<file path="src/rtl/jtopl_snd_fifo.sv">
// Sample FIFO behind the jtopl accumulator: captures each new `snd` value and serves it over valid/ready.
// Optional DC-blocking high-pass filter ahead of the FIFO, enabled with `define JTOPL_SNDFIFO_DCBLOCK_EN.
module jtopl_snd_fifo #(
  parameter int W   = 13,
  parameter int AW  = 3,
  parameter int DCK = 8
) (
  input  logic                clk,
  input  logic                rst,
  input  logic                cenop,
  input  logic                zero,
  input  logic signed [W-1:0] snd,
  input  logic                clr_ovf,
  output logic signed [W-1:0] dout,
  output logic                dout_valid,
  input  logic                dout_ready,
  output logic [AW:0]         level,
  output logic                ovf
);

  localparam int          DEPTH   = 1 << AW;
  localparam logic [AW:0] DEPTH_L = (AW+1)'(DEPTH);
  localparam logic [AW:0] ONE_L   = (AW+1)'(1);

  logic                r_cap;
  logic        [W-1:0] r_mem [DEPTH];
  logic        [AW:0]  r_wr;
  logic        [AW:0]  r_rd;
  logic        [AW:0]  r_level;
  logic        [W-1:0] r_dout;
  logic                r_valid;
  logic                r_ovf;

  logic        [W-1:0] w_wdata;
  logic                w_full;
  logic                w_pop;
  logic                w_push;
  logic                w_drop;
  logic        [AW:0]  w_wr_nx;
  logic        [AW:0]  w_rd_nx;
  logic        [AW:0]  w_lvl_nx;
  logic        [W-1:0] w_head;

`ifdef JTOPL_SNDFIFO_DCBLOCK_EN
  localparam int WI = W + DCK + 2;

  logic signed [WI-1:0] r_x1;
  logic signed [WI-1:0] r_y1;
  logic signed [WI-1:0] w_x;
  logic signed [WI-1:0] w_y;

  // Clamp the wide filter result into W bits instead of letting it wrap.
  function automatic logic [W-1:0] sat_w(input logic signed [WI-1:0] v);
    logic [WI-W:0] top;
    top = v[WI-1:W-1];
    if ((&top) || !(|top)) begin
      sat_w = v[W-1:0];
    end else begin
      sat_w = {v[WI-1], {(W-1){~v[WI-1]}}};
    end
  endfunction

  // High-pass filter: y = x - x1 + y1 - (y1 >>> DCK).
  always_comb begin
    w_x     = WI'(snd);
    w_y     = w_x - r_x1 + r_y1 - (r_y1 >>> DCK);
    w_wdata = sat_w(w_y);
  end

  // Filter history advances on every capture, including dropped ones.
  always_ff @(posedge clk) begin
    if (rst) begin
      r_x1 <= {WI{1'b0}};
      r_y1 <= {WI{1'b0}};
    end else if (r_cap) begin
      r_x1 <= w_x;
      r_y1 <= w_y;
    end
  end
`else
  assign w_wdata = snd;
`endif

  // Handshake decode and next-state pointers; head is bypassed when the write lands at the new read slot.
  always_comb begin
    w_full   = (r_level == DEPTH_L);
    w_pop    = r_valid & dout_ready;
    w_push   = r_cap & (~w_full | w_pop);
    w_drop   = r_cap & w_full & ~w_pop;
    w_wr_nx  = w_push ? (r_wr + ONE_L) : r_wr;
    w_rd_nx  = w_pop  ? (r_rd + ONE_L) : r_rd;
    w_lvl_nx = w_wr_nx - w_rd_nx;
    if (w_push && (r_wr[AW-1:0] == w_rd_nx[AW-1:0])) begin
      w_head = w_wdata;
    end else begin
      w_head = r_mem[w_rd_nx[AW-1:0]];
    end
  end

  // Capture strobe: snd is valid one clock after the cenop&zero edge.
  always_ff @(posedge clk) begin
    if (rst) begin
      r_cap <= 1'b0;
    end else begin
      r_cap <= cenop & zero;
    end
  end

  // Storage array; a capture pending across reset is not written.
  always_ff @(posedge clk) begin
    if (!rst && w_push) begin
      r_mem[r_wr[AW-1:0]] <= w_wdata;
    end
  end

  // Pointers, level, show-ahead output and sticky overflow (set wins over clear).
  always_ff @(posedge clk) begin
    if (rst) begin
      r_wr    <= {(AW+1){1'b0}};
      r_rd    <= {(AW+1){1'b0}};
      r_level <= {(AW+1){1'b0}};
      r_valid <= 1'b0;
      r_dout  <= {W{1'b0}};
      r_ovf   <= 1'b0;
    end else begin
      r_wr    <= w_wr_nx;
      r_rd    <= w_rd_nx;
      r_level <= w_lvl_nx;
      r_valid <= (w_lvl_nx != {(AW+1){1'b0}});
      r_dout  <= (w_lvl_nx != {(AW+1){1'b0}}) ? w_head : {W{1'b0}};
      if (w_drop) begin
        r_ovf <= 1'b1;
      end else if (clr_ovf) begin
        r_ovf <= 1'b0;
      end
    end
  end

  assign dout       = r_dout;
  assign dout_valid = r_valid;
  assign level      = r_level;
  assign ovf        = r_ovf;

endmodule

</file>
<file path="config.mk">
export PLATFORM = sky130hd
export DESIGN_NAME = jtopl_snd_fifo
export DESIGN_NICKNAME = d
export VERILOG_FILES = /design/src/rtl/jtopl_snd_fifo.sv
export SDC_FILE = /design/constraint.sdc
export NUM_CORES = 1
export LEC_CHECK = 0
export ABC_AREA = 1
export BUFFER_PORTS_ARGS = -buffer_cell sky130_fd_sc_hd__buf_2
export CAP_MARGIN = 40
export CORE_UTILIZATION = 40
export DETAILED_ROUTE_END_ITERATION = 12
export GPL_TIMING_DRIVEN = 0
export PLACE_DENSITY_LB_ADDON = 0.12
export SYNTH_ARGS = -nofsm -noshare
export SYNTH_HDL_FRONTEND = slang
export SYNTH_SLANG_ARGS = --single-unit
</file>
<file path="constraint.sdc">
create_clock -name clk -period 7.6 [get_ports clk]
set_clock_uncertainty 0.2 [all_clocks]
set_input_delay 1.52 -clock clk [delete_from_list [all_inputs] [get_ports clk]]
set_output_delay 1.52 -clock clk [all_outputs]
set_load 0.005 [all_outputs]
</file>
==> summary.txt <==
Finish
  • FILL cells: roughly 1.3k
  • Most common cell after layout, fill and taps aside: nand2_1
  • Layout cells sized above 1: 0.187
  • Final core utilization: 0.488
  • Final #Nets: 627
  • N_diodes: 0
  • Non-filler cells, final: between 700 and 800
  • Most frequent cells in the layout: nand2_1, nand3_1, edfxtp_1
  • Register area: between 3000 and 4000 sq um
  • Area Growth Syn to Fin: 19.3%
  • Multi-input gate area: between 1500 and 2000 sq um

Logic synthesis
  • #FFs+latches synth: around 130
  • Syn_nets: between 500 and 600
  • Post-Synth Adder-Cell Area: 0.0145
  • Gate Count Post-Synth: roughly 540
  • Area share of and/or/nand/nor cells after synthesis: 0.259
  • Synth Area in XOR/XNOR: 0.00463
  • Post-synthesis sequential area ratio: 0.649
  • Syn Area/Cell: approximately 11 sq um
  • Largest family of logic cells by synthesized area: simple AND/OR/NAND/NOR gates
  • Ys async rst share: 0
  • Post-synth EDFFs: 104
  • Yosys warnings: 0
  • Synth Area in Compound Gates: 0.0167
  • Netlist Area Pre-Place: between 5000 and 6000 sq um
  • Post-synthesis mux area share: 0
  • Top FF cell, synth: edfxtp_1
  • Yosys cell types: 30

Clock network
  • Worst-path clk slew: around 0.05 ns
  • CTS root buf: clkbuf_16
  • Num CTS Buffers: 17
  • Worst skew pair latency: approximately 0.43 ns
  • H-tree depth: 4
  • CTS max path bufs: 2
  • CTS tree: built
  • Cts repair resizes: 0
  • CTS Sinks: 132
  • Hold Buf Count CTS: 0
  • Setup Fix Bufs, Post-CTS: 0

Detailed routing
  • ANT nets after route: 0
  • Vias per cell: ~5.0
  • DRC errors left: 0
  • WL per Instance: 17.8 um
  • 1st-iter DRT viols: 310
  • Total number of vias: 4010
  • Post-Route WL: about 14000 um
  • Drt pass-1 iters: 4

Timing
  • Unrepaired setup endpoints after global routing: no
  • Max_slew headroom: 0.458
  • Final period utilization: 0.524
  • Peak Freq: approximately 250 MHz
  • Clock period minus worst slack: between 3 and 4 ns
  • Final WS setup: between 3 and 4 ns
  • Fin. max-slew vios: 0
  • Final setup TNS: 0 ns
  • Slew at the pin with the worst max-slew slack: between 0.8 and 0.9 ns
  • Final hold vios: 0
  • Final setup fails: 0

Power
  • Pwr dens: 321 nW/um^2
  • Leak: roughly 2.7 nW
  • Total Power: approximately 2.2 mW
  • VDD IR max: roughly 0.00016 V

Critical path
  • WP data arrival: about 4.1 ns
  • Capture point of the worst path: dout[1]
  • Worst setup EP type: flop
  • CP startpoint kind: input pin
  • CP Max Fanout: 10
  • FF-to-FF setup slack: roughly 4.2 ns
  • CP Launch Point: dout_ready
  • Worst R2R Start: r_rd[0]
  • Worst endpoint required time: 7.73 ns
  • R2R depth: 12
  • Reg-to-reg endpoint: dout[1]
  • Crit path kind: in -> reg

Placement
  • DPL Wire Length: between 9000 and 10000 um
  • Placed cell count: about 760
  • IO Port Bufs: 36
  • Post-place setup slack: 3.13 ns
  • Gpl congestion: 0.850

Floorplan
  • Initial Utilization: 0.409
  • Ports: 38
  • Die area: about 15000 sq um
  • CORE AREA: 13900 sq um
  • Die H: ~120 um
  • # rows: 43
  • Die span in x: 121 um

Run status
  • Outcome: complete, no violations

Global route
  • Global-route wire length before repair: 21700 um
  • GR Overflow Total: 0
  • Initial antenna violation count: 0
  • Vias in the first global route: around 3.8k
  • Largest net degree at the start of global routing: 17
  • GRT Util Overall: 0.209

Hold path
  • Hold Path Class: reg -> reg

Flow run
  • # Max-Cap Violations: 0
[final cells by class]
type                    count  area share
inverters                  48      0.0266
flip-flops and latches    132       0.543
well taps                 180      0.0332
repair buffers             44      0.0399
plain buffers              27      0.0210
multi-input cells         332       0.251
clock inverters             9     0.00997
clock buffers              23      0.0753
[report_power, final]
group          switching (mW)  internal, mW
clock network           0.309         0.473
registers              0.0199         0.827
logic                   0.364         0.183
total                   0.693          1.48
[critical path, cell delays in order]
cell      delay (ns)
buf_2           0.15
nand2_4         0.11
nand2_4         0.09
nand2_2         0.11
clkinv_1        0.29
ha_1            0.31
inv_1           0.07
fa_1            0.40
inv_1           0.06
nor2_1          0.05
nor3_2          0.53
nand2_1         0.28
nand2_1         0.12
inv_1           0.04
[stage by stage]
step	cell area (sq um)	hold slack, ns
2_1_floorplan	5680	0.260
3_5_place_dp	6200	0.286
4_1_cts	6780	0.294
6_report	6780	0.282
5_1_grt	6780	0.310
3_3_place_gp	6080	0.253
[flip-flops by register name, indices dropped and copies added (netlist names)]
signal	flops
r_cap	1
ovf	1
r_wr	4
dout	13
r_rd	4
dout_valid	1
level	4
r_mem	104
[Yosys cell counts (3+ instances only)]
cell type | instances | area [sq um]
nand3b_1 | 8 | 60.1
nand2_4 | 4 | 45.0
inv_1 | 46 | 173
nand3_2 | 3 | 30.0
a21oi_1 | 12 | 60.1
dfxtp_1 | 28 | 561
nand2_1 | 123 | 462
clkbuf_1 | 8 | 30.0
nor3_1 | 4 | 20.0
ha_1 | 5 | 62.6
buf_2 | 11 | 55.1
nand2_2 | 4 | 25.0
edfxtp_1 | 104 | 3120
nor2_1 | 20 | 75.1
buf_4 | 5 | 37.5
nand3_1 | 118 | 591
o21ai_0 | 6 | 30.0
nand4_1 | 15 | 93.8
[metal layers]
| metal | vias to the layer above | share of wire | global-route usage | wire, um |
|---|---|---|---|---|
| met5 | - | 0 | 0 | 0 |
| met4 | 0 | 0.025 | 0.0957 | 350 |
| met3 | 25 | 0.048 | 0.0564 | 680 |
| met2 | 100 | 0.49 | 0.329 | 6850 |
| met1 | 1901 | 0.44 | 0.268 | 6230 |
| li1 | 1984 | - | - | - |
[logic make-up after synthesis]
group                    after synthesis
AO/OA/AOI/OAI                         19
XOR/XNOR                               3
adder cells (fa/ha/maj)                6
buffers and inverters                 75
flip-flops                           132
AND/OR/NAND/NOR                      304
[worst min path at each step]
stage	from	endpoint	slack [ns]	depth (start not counted)
after detailed placement	ovf	ovf	0.29	2
after floorplan	ovf	ovf	0.26	2
after global placement	ovf	ovf	0.25	2
after global routing	ovf	ovf	0.31	2
final	ovf	ovf	0.28	2
after CTS	ovf	ovf	0.29	2
No activity file was read; power rests on OpenSTA's default activity.
